File: config.mk
export PLATFORM = sky130hd
export DESIGN_NAME = bscan_virtex
export DESIGN_NICKNAME = d
export VERILOG_FILES = /design/src/rtl/bscan_pkg.sv /design/src/rtl/bscan_tap_fsm.sv /design/src/rtl/bscan_virtex.sv
export SDC_FILE = /design/constraint.sdc
export NUM_CORES = 1
export LEC_CHECK = 0
export CAP_MARGIN = 5
export CORE_ASPECT_RATIO = 1.25
export CORE_UTILIZATION = 44
export CTS_CLUSTER_DIAMETER = 50
export CTS_CLUSTER_SIZE = 16
export DETAILED_ROUTE_END_ITERATION = 7
export PLACE_DENSITY = 0.72
export RECOVER_POWER = 50
export SLEW_MARGIN = 20
export SYNTH_ARGS = -nofsm -noshare
export SYNTH_HDL_FRONTEND = slang
export SYNTH_SLANG_ARGS = --single-unit
File: constraint.sdc
create_clock -name CLK -period 1.8 [get_ports CLK]
set_clock_uncertainty 0.1 [all_clocks]
set_input_delay 0.36 -clock CLK [delete_from_list [all_inputs] [get_ports CLK]]
set_output_delay 0.36 -clock CLK [all_outputs]
set_load 0.02 [all_outputs]
File: src/rtl/bscan_pkg.sv
// ---------------------------------------------------------------------------
// bscan_pkg
//   Shared definitions for the soft JTAG TAP (bscan_virtex):
//   - tap_state_e   : 16 IEEE 1149.1 TAP states, encoded with the Xilinx TAP
//                     state numbering (the 4-bit codes seen in SVF tooling).
//   - DEF_*         : default opcodes and device ID.
//   - IR_CAPTURE_LSB: the fixed '01' pattern loaded at the IR LSBs in
//                     CAPTURE_IR; the upper bits capture as zeros.
// ---------------------------------------------------------------------------
package bscan_pkg;

    typedef enum logic [3:0] {
        TAP_EXIT2_DR         = 4'h0,
        TAP_EXIT1_DR         = 4'h1,
        TAP_SHIFT_DR         = 4'h2,
        TAP_PAUSE_DR         = 4'h3,
        TAP_SELECT_IR        = 4'h4,
        TAP_UPDATE_DR        = 4'h5,
        TAP_CAPTURE_DR       = 4'h6,
        TAP_SELECT_DR        = 4'h7,
        TAP_EXIT2_IR         = 4'h8,
        TAP_EXIT1_IR         = 4'h9,
        TAP_SHIFT_IR         = 4'hA,
        TAP_PAUSE_IR         = 4'hB,
        TAP_RUN_TEST_IDLE    = 4'hC,
        TAP_UPDATE_IR        = 4'hD,
        TAP_CAPTURE_IR       = 4'hE,
        TAP_TEST_LOGIC_RESET = 4'hF
    } tap_state_e;

    localparam logic [4:0]  DEF_USER1_OP   = 5'b00010;
    localparam logic [4:0]  DEF_USER2_OP   = 5'b00011;
    localparam logic [4:0]  DEF_IDCODE_OP  = 5'b01001;
    localparam logic [31:0] DEF_IDCODE_VAL = 32'h0061_8093;

    localparam logic [1:0]  IR_CAPTURE_LSB = 2'b01;

endpackage : bscan_pkg

File: src/rtl/bscan_tap_fsm.sv
// ---------------------------------------------------------------------------
// bscan_tap_fsm
//   IEEE 1149.1 TAP controller state machine: state register plus pure
//   next-state logic driven by TMS. Nothing else lives here.
//
//   Ports:
//     i_clk    in   JTAG TCK, state advances on the rising edge
//     i_rst_n  in   asynchronous active-low reset to TEST_LOGIC_RESET
//     i_tms    in   test mode select
//     o_state  out  current TAP state
// ---------------------------------------------------------------------------
module bscan_tap_fsm
    import bscan_pkg::*;
(
    input  logic       i_clk,
    input  logic       i_rst_n,
    input  logic       i_tms,
    output tap_state_e o_state
);

    tap_state_e r_state;
    tap_state_e w_state_next;

    always_ff @(posedge i_clk or negedge i_rst_n) begin
        if (!i_rst_n) begin
            r_state <= TAP_TEST_LOGIC_RESET;
        end else begin
            // NOTE: state registers use non-blocking assignment so every
            // flop samples the pre-edge values of its neighbours.
            r_state <= w_state_next;
        end
    end

    always_comb begin
        // NOTE: the default assignment up front means every path through the
        // case assigns w_state_next, so no latch is inferred.
        w_state_next = r_state;
        unique case (r_state)
            TAP_TEST_LOGIC_RESET: w_state_next = i_tms ? TAP_TEST_LOGIC_RESET : TAP_RUN_TEST_IDLE;
            TAP_RUN_TEST_IDLE:    w_state_next = i_tms ? TAP_SELECT_DR        : TAP_RUN_TEST_IDLE;
            TAP_SELECT_DR:        w_state_next = i_tms ? TAP_SELECT_IR        : TAP_CAPTURE_DR;
            TAP_CAPTURE_DR:       w_state_next = i_tms ? TAP_EXIT1_DR         : TAP_SHIFT_DR;
            TAP_SHIFT_DR:         w_state_next = i_tms ? TAP_EXIT1_DR         : TAP_SHIFT_DR;
            TAP_EXIT1_DR:         w_state_next = i_tms ? TAP_UPDATE_DR        : TAP_PAUSE_DR;
            TAP_PAUSE_DR:         w_state_next = i_tms ? TAP_EXIT2_DR         : TAP_PAUSE_DR;
            TAP_EXIT2_DR:         w_state_next = i_tms ? TAP_UPDATE_DR        : TAP_SHIFT_DR;
            TAP_UPDATE_DR:        w_state_next = i_tms ? TAP_SELECT_DR        : TAP_RUN_TEST_IDLE;
            TAP_SELECT_IR:        w_state_next = i_tms ? TAP_TEST_LOGIC_RESET : TAP_CAPTURE_IR;
            TAP_CAPTURE_IR:       w_state_next = i_tms ? TAP_EXIT1_IR         : TAP_SHIFT_IR;
            TAP_SHIFT_IR:         w_state_next = i_tms ? TAP_EXIT1_IR         : TAP_SHIFT_IR;
            TAP_EXIT1_IR:         w_state_next = i_tms ? TAP_UPDATE_IR        : TAP_PAUSE_IR;
            TAP_PAUSE_IR:         w_state_next = i_tms ? TAP_EXIT2_IR         : TAP_PAUSE_IR;
            TAP_EXIT2_IR:         w_state_next = i_tms ? TAP_UPDATE_IR        : TAP_SHIFT_IR;
            TAP_UPDATE_IR:        w_state_next = i_tms ? TAP_SELECT_DR        : TAP_RUN_TEST_IDLE;
            default:              w_state_next = TAP_TEST_LOGIC_RESET;
        endcase
    end

    assign o_state = r_state;

endmodule : bscan_tap_fsm

File: src/rtl/bscan_virtex.sv
// ---------------------------------------------------------------------------
// bscan_virtex
//   Soft JTAG TAP exposing two user DR channels (USER1/USER2) to fabric
//   logic, clocked directly by TCK. Holds the IR, bypass register, optional
//   ID register, TDO mux and the DRCK clock gating; the TAP state machine
//   is in bscan_tap_fsm.
//
//   Optional feature macro: BSCAN_IDCODE_EN
//     defined   -> 32-bit ID register, IR resets to IDCODE_OP
//     undefined -> no ID register, IDCODE_OP acts as BYPASS, IR resets to
//                  all-ones
//
//   Ports:
//     CLK     in   JTAG TCK
//     RST_B   in   asynchronous active-low reset
//     TMS     in   test mode select
//     TDI     in   test data in
//     TDO     out  test data out, registered on the falling edge of CLK
//     TDO_OE  out  high while in SHIFT_IR/SHIFT_DR (falling-edge register)
//     DRCK1   out  CLK gated to CAPTURE_DR/SHIFT_DR while USER1 selected
//     DRCK2   out  same as DRCK1 for USER2
//     RESET   out  high in TEST_LOGIC_RESET
//     SEL1    out  IR holds USER1_OP
//     SEL2    out  IR holds USER2_OP
//     SHIFT   out  high in SHIFT_DR
//     BTDI    out  TDI passthrough
//     UPDATE  out  high in UPDATE_DR
//     TDO1    in   serial return from the USER1 register
//     TDO2    in   serial return from the USER2 register
// ---------------------------------------------------------------------------
module bscan_virtex
    import bscan_pkg::*;
#(
    parameter int                IR_LEN     = 5,
    parameter logic [IR_LEN-1:0] USER1_OP   = IR_LEN'(DEF_USER1_OP),
    parameter logic [IR_LEN-1:0] USER2_OP   = IR_LEN'(DEF_USER2_OP),
    parameter logic [IR_LEN-1:0] IDCODE_OP  = IR_LEN'(DEF_IDCODE_OP),
    parameter logic [31:0]       IDCODE_VAL = DEF_IDCODE_VAL
) (
    input  logic CLK,
    input  logic RST_B,
    input  logic TMS,
    input  logic TDI,
    output logic TDO,
    output logic TDO_OE,
    output logic DRCK1,
    output logic DRCK2,
    output logic RESET,
    output logic SEL1,
    output logic SEL2,
    output logic SHIFT,
    output logic BTDI,
    output logic UPDATE,
    input  logic TDO1,
    input  logic TDO2
);

    localparam logic [IR_LEN-1:0] IR_CAP_VAL = {{(IR_LEN-2){1'b0}}, IR_CAPTURE_LSB};
`ifdef BSCAN_IDCODE_EN
    localparam logic [IR_LEN-1:0] IR_RST_VAL = IDCODE_OP;
`else
    localparam logic [IR_LEN-1:0] IR_RST_VAL = {IR_LEN{1'b1}};
`endif

    tap_state_e        w_state;
    logic [IR_LEN-1:0] r_ir_sr;
    logic [IR_LEN-1:0] r_ir;
    logic              r_bypass;
    logic              r_tdo;
    logic              r_tdo_oe;
    logic              w_tdo_next;
    logic              w_shift_any;
    logic              w_dr_clk_win;
    logic              w_sel1;
    logic              w_sel2;
    logic              w_sel_id;

    bscan_tap_fsm u_tap_fsm (
        .i_clk   (CLK),
        .i_rst_n (RST_B),
        .i_tms   (TMS),
        .o_state (w_state)
    );

    // Instruction register. The shift stage is reset as well so an aborted
    // scan leaves nothing behind that a later UPDATE_IR could pick up.
    always_ff @(posedge CLK or negedge RST_B) begin
        if (!RST_B) begin
            r_ir_sr <= IR_CAP_VAL;
            r_ir    <= IR_RST_VAL;
        end else begin
            unique case (w_state)
                TAP_TEST_LOGIC_RESET: r_ir    <= IR_RST_VAL;
                TAP_CAPTURE_IR:       r_ir_sr <= IR_CAP_VAL;
                TAP_SHIFT_IR:         r_ir_sr <= {TDI, r_ir_sr[IR_LEN-1:1]};
                TAP_UPDATE_IR:        r_ir    <= r_ir_sr;
                default: ;
            endcase
        end
    end

    // Single-bit bypass register: one TCK of delay from TDI to TDO.
    always_ff @(posedge CLK or negedge RST_B) begin
        if (!RST_B) begin
            r_bypass <= 1'b0;
        end else if (w_state == TAP_CAPTURE_DR) begin
            r_bypass <= 1'b0;
        end else if (w_state == TAP_SHIFT_DR) begin
            r_bypass <= TDI;
        end
    end

    assign w_sel1 = (r_ir == USER1_OP);
    assign w_sel2 = (r_ir == USER2_OP);

`ifdef BSCAN_IDCODE_EN
    logic [31:0] r_idcode;

    assign w_sel_id = (r_ir == IDCODE_OP);

    // ID register: captures the device ID and shifts out LSB-first.
    always_ff @(posedge CLK or negedge RST_B) begin
        if (!RST_B) begin
            r_idcode <= IDCODE_VAL;
        end else if (w_state == TAP_CAPTURE_DR) begin
            r_idcode <= IDCODE_VAL;
        end else if (w_state == TAP_SHIFT_DR && w_sel_id) begin
            r_idcode <= {TDI, r_idcode[31:1]};
        end
    end
`else
    // Without the ID register the IDCODE opcode falls through to BYPASS.
    logic w_unused_idcode_cfg;

    assign w_sel_id            = 1'b0;
    assign w_unused_idcode_cfg = ^{IDCODE_VAL, IDCODE_OP};
`endif

    // TDO source select; data is launched on the falling edge below.
    always_comb begin
        w_tdo_next = 1'b0;
        if (w_state == TAP_SHIFT_IR) begin
            w_tdo_next = r_ir_sr[0];
        end else if (w_state == TAP_SHIFT_DR) begin
            if (w_sel1) begin
                w_tdo_next = TDO1;
            end else if (w_sel2) begin
                w_tdo_next = TDO2;
            end else if (w_sel_id) begin
`ifdef BSCAN_IDCODE_EN
                w_tdo_next = r_idcode[0];
`else
                w_tdo_next = r_bypass;
`endif
            end else begin
                w_tdo_next = r_bypass;
            end
        end
    end

    assign w_shift_any = (w_state == TAP_SHIFT_IR) || (w_state == TAP_SHIFT_DR);

    // Falling-edge output stage gives the downstream device half a TCK of
    // setup before it samples TDO on the next rising edge.
    always_ff @(negedge CLK or negedge RST_B) begin
        if (!RST_B) begin
            r_tdo    <= 1'b0;
            r_tdo_oe <= 1'b0;
        end else begin
            r_tdo    <= w_tdo_next;
            r_tdo_oe <= w_shift_any;
        end
    end

    // The gate only changes on the rising edge while CLK is already high,
    // so forcing the output to 1 when closed cannot produce a runt pulse.
    assign w_dr_clk_win = (w_state == TAP_CAPTURE_DR) || (w_state == TAP_SHIFT_DR);
    assign DRCK1        = (w_sel1 && w_dr_clk_win) ? CLK : 1'b1;
    assign DRCK2        = (w_sel2 && w_dr_clk_win) ? CLK : 1'b1;

    assign TDO    = r_tdo;
    assign TDO_OE = r_tdo_oe;
    assign RESET  = (w_state == TAP_TEST_LOGIC_RESET);
    assign SEL1   = w_sel1;
    assign SEL2   = w_sel2;
    assign SHIFT  = (w_state == TAP_SHIFT_DR);
    assign UPDATE = (w_state == TAP_UPDATE_DR);
    assign BTDI   = TDI;

endmodule : bscan_virtex

==> results of run 1 <==
## power groups by stage
stage | clock, mW | sequential [mW] | combinational, mW
2_1_floorplan | 0.00357 | 0.744 | 0.502
3_3_place_gp | 0.00542 | 0.742 | 0.919
3_5_place_dp | 0.00542 | 0.751 | 0.944
4_1_cts | 0.401 | 0.754 | 1.10
5_1_grt | 0.435 | 0.790 | 1.29
6_report | 0.404 | 0.770 | 1.18
## worst max-delay path by stage
stage,end,slack (ns),cells past startpoint
2_1_floorplan,TDO$_DFF_NN0_,-0.75,3
3_3_place_gp,TDO$_DFF_NN0_,-0.75,3
3_5_place_dp,TDO$_DFF_NN0_,-0.78,3
4_1_cts,DRCK2,-0.84,7
5_1_grt,DRCK1,-0.88,7
6_report,TDO$_DFF_NN0_,-0.81,5
## critical path: cells and delay by family (launching register included)
family	cells	cell delay, ns
AND/OR/NAND/NOR	2	0.55
flip-flops	1	0.54
buffers and inverters	2	0.27
AO/OA/AOI/OAI	1	0.09
## synth_stat cells (2+ instances only)
| cell type | n | share of area |
|---|---|---|
| dfrtn_1 | 2 | 0.060 |
| a21oi_1 | 3 | 0.018 |
| inv_1 | 2 | 0.0090 |
| nand2_1 | 15 | 0.068 |
| dfstp_2 | 10 | 0.32 |
| nor3_1 | 2 | 0.012 |
| clkbuf_1 | 4 | 0.018 |
| nand2b_1 | 6 | 0.045 |
| nand3_1 | 2 | 0.012 |
| o21ai_0 | 11 | 0.066 |
| nand3b_1 | 2 | 0.018 |
| dfrtp_1 | 5 | 0.15 |
| nor2_1 | 9 | 0.041 |
## cell type report
class / instances / share of cell area
Clock inverter: 1 / 0.00373
Tap cell: 19 / 0.0177
Sequential cell: 17 / 0.327
Inverter: 2 / 0.00560
Timing Repair Buffer: 39 / 0.254
Clock buffer: 13 / 0.0878
Multi-Input combinational cell: 64 / 0.304
## timing repair
| action | in CTS | in global routing |
|---|---|---|
| gates resized for setup | 64 | 5 |
| hold buffers | 0 | 0 |
| pin swaps | 2 | 3 |
| setup endpoints to repair | 17 | 15 |
| setup buffers | 5 | 3 |
## sequential cells by signal, summed over array words and instances (netlist names)
| register | cells |
|---|---|
| r_bypass | 1 |
| r_ir_sr | 5 |
| r_ir | 5 |
| TDO | 1 |
| u_tap_fsm.o_state | 4 |
| TDO_OE | 1 |
## logic make-up (layout without fill, tap and decap cells)
kind of cell | Yosys count | count (layout) | synth area share
AND/OR/NAND/NOR | 43 | 43 | 0.265
AO/OA/AOI/OAI | 19 | 19 | 0.143
flip-flops | 17 | 17 | 0.526
buffers and inverters | 8 | 55 | 0.0406
multiplexers | 2 | 2 | 0.0256
## through the flow
| step | total power, mW | instance area (µm²) | utilization | TNS [ns] |
|---|---|---|---|---|
| 2_1_floorplan | 1.25 | 832 | - | -1.27 |
| 3_3_place_gp | 1.67 | 1110 | 0.631 | -4.65 |
| 3_5_place_dp | 1.70 | 1110 | 0.631 | -4.83 |
| 4_1_cts | 2.25 | 1300 | 0.737 | -5.40 |
| 5_1_grt | 2.52 | 1340 | 0.759 | -6.38 |
| 6_report | 2.35 | 1340 | 0.759 | -5.71 |
## per-layer routing
| layer | share of wire | routed length (µm) | GRT usage |
|---|---|---|---|
| met1 | 0.40 | 898 | 0.277 |
| met4 | 0.021 | 47 | 0.239 |
| met3 | 0.047 | 105 | 0.0929 |
| met5 | 0 | 0 | 0 |
| met2 | 0.53 | 1180 | 0.398 |
==> impl_metrics.csv, run 1 <==
group,metric,value,unit
final_layout,multi_input_area,408,µm²
timing,postLayoutSetupSlackWorst,-0.813,ns
detailed_routing,initialDrtViolationCount,17,
yosys,ys_ff_latch,17,
power_and_ir_drop,p_clk_frac,0.172,
floorplanning,die_area,2070,µm²
clocking,clk_pin_slew_worst_paths,0.10,ns
power_and_ir_drop,vdd_drop_max,1040,µV
detailed_routing,via_count,832,
detailed_routing,finalWirelength,2230,µm
placed_design,place_inst,135,
placed_design,io_buffer_count,15,
critical_path,critPathLaunch,"r_ir[1]$_DFFE_PN1P_",
power_and_ir_drop,netSwitchingPower,0.871,mW
yosys,seq_area_frac_synth,0.526,
timing,period_minus_slack,2.61,ns
grt,grt_use_total,0.269,
grt,grt_remaining_overflow,0,
hold_path,hp-class,"reg -> reg",
timing,setup_viol,14,
clocking,clk_latency,0.40,ns
grt,grt_pass1_wl,3530,µm
hold_path,hold_end,"r_ir[1]$_DFFE_PN1P_",
timing,tightestPinTransition,0.818,ns
hold_path,hp-start,"r_ir[1]$_DFFE_PN1P_",
timing,fmax,385,MHz
critical_path,cp.required,1.05,ns
final_layout,area_growth,61.1,%
detailed_routing,via_per_inst,5.37,
power_and_ir_drop,swShare,0.371,
placed_design,dp_slack,-0.775,ns
yosys,synth_cell_types,29,
detailed_routing,drc,0,
critical_path,start_kind,"flop",
final_layout,regArea,438,µm²
hold_path,hold_depth,2,
critical_path,r2r-start,"r_ir[1]$_DFFE_PN1P_",
final_layout,fin_cells,155,
placed_design,post-dp-hpwl,1280,µm
power_and_ir_drop,power.density,1750,nW/µm²
critical_path,r2r_cells,5,
placed_design,place_congestion,0.715,
floorplanning,core-area,1770,µm²
yosys,avgSynthCellArea,9.35,µm²
floorplanning,rows,17,
power_and_ir_drop,intPower,1.48,mW
run_status,violations,"negative setup slack",
yosys,synth_cells,89,
detailed_routing,drtPass1Iterations,5,
yosys,yosysWarnings,0,
power_and_ir_drop,pwr-share-seq,0.328,
detailed_routing,postRouteAntennaNets,0,
timing,finalHoldViolCount,0,
grt,antenna_found_initial,0,
final_layout,drive_gt1_frac,0.507,
timing,fin_crit_sh,1.45,
floorplanning,ios,16,
final_layout,num-fill-cells,127,
critical_path,slowest_delay,0.54,ns
critical_path,cp_max_fo,3,
timing,maxSlewViolCount,0,
yosys,synth_fp_nets,95,
grt,grt_start_max_net_pins,16,
yosys,ys.flop_type,"dfstp_2",
critical_path,crit_chain,"or4b_4 -> buf_6 -> buf_4 -> nand3b_1 -> a311oi_2",
final_layout,final_cell_mix,"23 x buf_4, 13 x nand2_1, 11 x o21ai_0, 11 x buf_6, 10 x dfstp_2",
detailed_routing,wl_per_cell,14.4,µm
floorplanning,fp.dieW,40.9,µm
critical_path,cp-end-kind,"flop",
final_layout,layout_commonest_cell,"buf_4",
floorplanning,start_util,0.471,
yosys,netlist_area,832,µm²
final_layout,num_antenna_cells,0,
grt,grt_pass1_vias,858,
final_layout,fin_nets,143,
flow_run,maxCapViolCount,0,
critical_path,slowest_stage,"dfstp_2",
power_and_ir_drop,cellLeakagePower,0.618,nW
critical_path,rr_endpoint,"TDO$_DFF_NN0_",
timing,rsz0062_at_grt,"true",
timing,worst_hold_slack,0.390,ns
power_and_ir_drop,p_comb_frac,0.500,
critical_path,rrSetupSlack,-0.81,ns
clocking,cts_tree,"done",
yosys,synth-async-reset-ratio,1.00,
floorplanning,chipHeight,50.6,µm
critical_path,cp.arrival,1.86,ns
critical_path,worstSetupPathType,"reg -> reg",
timing,relSlewSlack,0.455,
run_status,status,"complete, but fails checks",
yosys,synth_edf_count,0,
Power figures use the tool's default switching activity.
==> run 2, diff against run 1 <==
--- a/config.mk
+++ b/config.mk
@@ -13,6 +13,7 @@
 export DETAILED_ROUTE_END_ITERATION = 7
 export PLACE_DENSITY = 0.72
 export RECOVER_POWER = 50
+export SKIP_CTS_REPAIR_TIMING = 1
 export SLEW_MARGIN = 20
 export SYNTH_ARGS = -nofsm -noshare
 export SYNTH_HDL_FRONTEND = slang
==> run 2 against run 1 <==
- the run still ends with negative setup slack left
- via count up 7.9%
- power up 9.8%
- flip-flop and latch count unchanged
- sequential power down 1%
- clock-buffer cell count unchanged
- clock power up 1%
- first-iteration DRC count up 12%
- combinational power up 19%
- global-route usage down 0.26 points
- core utilization up 4.3 points
- critical path type unchanged
- critical endpoint unchanged
- largest power group unchanged
==> impl_metrics.csv, run 2 (synthesis results as in run 1) <==
group,metric,value,unit
detailed_routing,initialDrtViolationCount,19,
floorplanning,ios,16,
detailed_routing,finalWirelength,2560,µm
timing,finalHoldViolCount,0,
timing,relSlewSlack,0.438,
detailed_routing,via_count,898,
power_and_ir_drop,netSwitchingPower,0.975,mW
grt,antenna_found_initial,0,
grt,grt_pass1_vias,832,
run_status,status,"complete, but fails checks",
floorplanning,die_area,2070,µm²
power_and_ir_drop,cellLeakagePower,0.668,nW
critical_path,start_kind,"flop",
grt,grt_start_max_net_pins,16,
critical_path,worstSetupPathType,"reg -> reg",
critical_path,rrSetupSlack,-0.80,ns
timing,rsz0062_at_grt,"true",
critical_path,cp_max_fo,3,
detailed_routing,postRouteAntennaNets,0,
timing,setup_viol,14,
critical_path,r2r_cells,5,
flow_run,maxCapViolCount,0,
final_layout,fin_cells,161,
timing,postLayoutSetupSlackWorst,-0.801,ns
floorplanning,rows,17,
critical_path,cpMostUsedCell,"buf_6",
clocking,clk_pin_slew_worst_paths,0.10,ns
placed_design,post-dp-hpwl,1280,µm
timing,tns,-5.20,ns
power_and_ir_drop,pwr-share-seq,0.295,
critical_path,cp-end-kind,"flop",
clocking,clk_latency,0.41,ns
power_and_ir_drop,power.density,1820,nW/µm²
critical_path,cp.required,1.06,ns
final_layout,drive_gt1_frac,0.528,
power_and_ir_drop,swShare,0.378,
clocking,cts_tree,"done",
detailed_routing,via_per_inst,5.58,
final_layout,final_core_util,0.802,
placed_design,dpl_cell_area,1110,µm²
placed_design,io_buffer_count,15,
critical_path,r2r-start,"r_ir[1]$_DFFE_PN1P_",
power_and_ir_drop,fin_total_pwr,2.58,mW
final_layout,layout_commonest_cell,"buf_4",
timing,maxSlewViolCount,0,
floorplanning,core-area,1770,µm²
detailed_routing,drtPass1Iterations,4,
placed_design,place_congestion,0.715,
critical_path,critPathCapture,"TDO$_DFF_NN0_",
critical_path,critPathLaunch,"r_ir[1]$_DFFE_PN1P_",
power_and_ir_drop,vdd_drop_max,1050,µV
final_layout,fin_nets,149,
detailed_routing,drc,0,
final_layout,num_antenna_cells,0,
critical_path,slowest_stage,"dfstp_2",
timing,tightestPinTransition,0.842,ns
placed_design,place_inst,135,
floorplanning,start_util,0.471,
hold_path,hp-class,"reg -> reg",
power_and_ir_drop,p_clk_frac,0.159,
critical_path,rr_endpoint,"TDO$_DFF_NN0_",
run_status,violations,"negative setup slack",
power_and_ir_drop,intPower,1.60,mW
critical_path,cp.arrival,1.86,ns
floorplanning,chipHeight,50.6,µm
floorplanning,fp.dieW,40.9,µm
critical_path,slowest_delay,0.54,ns
final_layout,fin_area,1420,µm²
power_and_ir_drop,p_comb_frac,0.546,
grt,grt_remaining_overflow,0,
grt,grt_pass1_wl,3390,µm
final_layout,final_cell_mix,"26 x buf_4, 16 x buf_6, 13 x nand2_1",
critical_path,crit_chain,"or4b_4 -> buf_6 -> buf_6 -> nand3b_1 -> a311oi_2",
grt,grt_use_total,0.266,
detailed_routing,wl_per_cell,15.9,µm
final_layout,area_growth,70.2,%
-- run 2: cell types whose count changed in the layout (fill, tap and decap cells not counted), sizes merged --
| cell | before | now |
|---|---|---|
| buf | 34 | 43 |
| clkbuf | 11 | 9 |
| clkdlybuf4s15 | 1 | 0 |
| dlygate4sd2 | 1 | 0 |
| dlymetal6s2s | 0 | 1 |
-- run 2: per-stage QoR --
| stage | hold slack, ns | setup slack, ns |
|---|---|---|
| final | 0.412 | -0.801 |
| after CTS | 0.261 | -1.35 |
| after floorplan | -0.0356 | -0.755 |
| after global routing | 0.418 | -0.853 |
| after detailed placement | 0.375 | -0.775 |
| after global placement | 0.367 | -0.747 |
-- run 2: worst max-delay path, delay by kind of cell, from the launching register on --
family                 cells  cell delay (ns)
AO/OA/AOI/OAI              1             0.10
flip-flops                 1             0.54
buffers and inverters      2             0.26
AND/OR/NAND/NOR            2             0.55
-- run 2: final cells by class --
cell class | count | area [µm²]
multi-input combinational | 64 | 425
sequential | 17 | 438
fill | 110 | 349
clock inverter | 1 | 5.00
clock buffer | 13 | 113
tap | 19 | 23.8
timing repair buffer | 45 | 404
inverter | 2 | 7.51
-- run 2: worst min path at each step --
stage	depth (start not counted)	startpoint	slack, ns	end
after floorplan	0	RST_B	-0.04	r_bypass$_DFFE_PN0N_
after global placement	2	r_ir[1]$_DFFE_PN1P_	0.37	r_ir[1]$_DFFE_PN1P_
after detailed placement	2	r_ir[1]$_DFFE_PN1P_	0.37	r_ir[1]$_DFFE_PN1P_
after CTS	2	RST_B	0.26	r_ir_sr[4]$_DFFE_PN0N_
after global routing	2	r_ir[1]$_DFFE_PN1P_	0.42	r_ir[1]$_DFFE_PN1P_
final	2	r_ir[1]$_DFFE_PN1P_	0.41	r_ir[1]$_DFFE_PN1P_
-- run 2: metal layers --
| layer | up-vias | share of wire | GRT usage | wire, µm |
|---|---|---|---|---|
| met4 | 0 | 0.041 | 0.294 | 106 |
| met3 | 14 | 0.047 | 0.137 | 120 |
| met1 | 434 | 0.36 | 0.271 | 917 |
| li1 | 411 | - | - | - |
| met5 | - | 0 | 0 | 0 |
| met2 | 39 | 0.55 | 0.344 | 1410 |
-- run 2: power by group through the flow --
| stage | Combinational, mW | Sequential, mW | Clock (mW) |
|---|---|---|---|
| after floorplan | 0.502 | 0.744 | 0.00357 |
| after global placement | 0.919 | 0.742 | 0.00542 |
| after detailed placement | 0.944 | 0.751 | 0.00542 |
| after CTS | 0.951 | 0.749 | 0.432 |
| after global routing | 1.52 | 0.783 | 0.438 |
| final | 1.41 | 0.762 | 0.409 |
==> run 3, diff against run 2 <==
--- a/config.mk
+++ b/config.mk
@@ -14,7 +14,6 @@
 export PLACE_DENSITY = 0.72
 export RECOVER_POWER = 50
 export SKIP_CTS_REPAIR_TIMING = 1
-export SLEW_MARGIN = 20
 export SYNTH_ARGS = -nofsm -noshare
 export SYNTH_HDL_FRONTEND = slang
 export SYNTH_SLANG_ARGS = --single-unit
==> results of run 3 <==
Same layout as run 2: the final DEF is identical, and so are final timing and power.
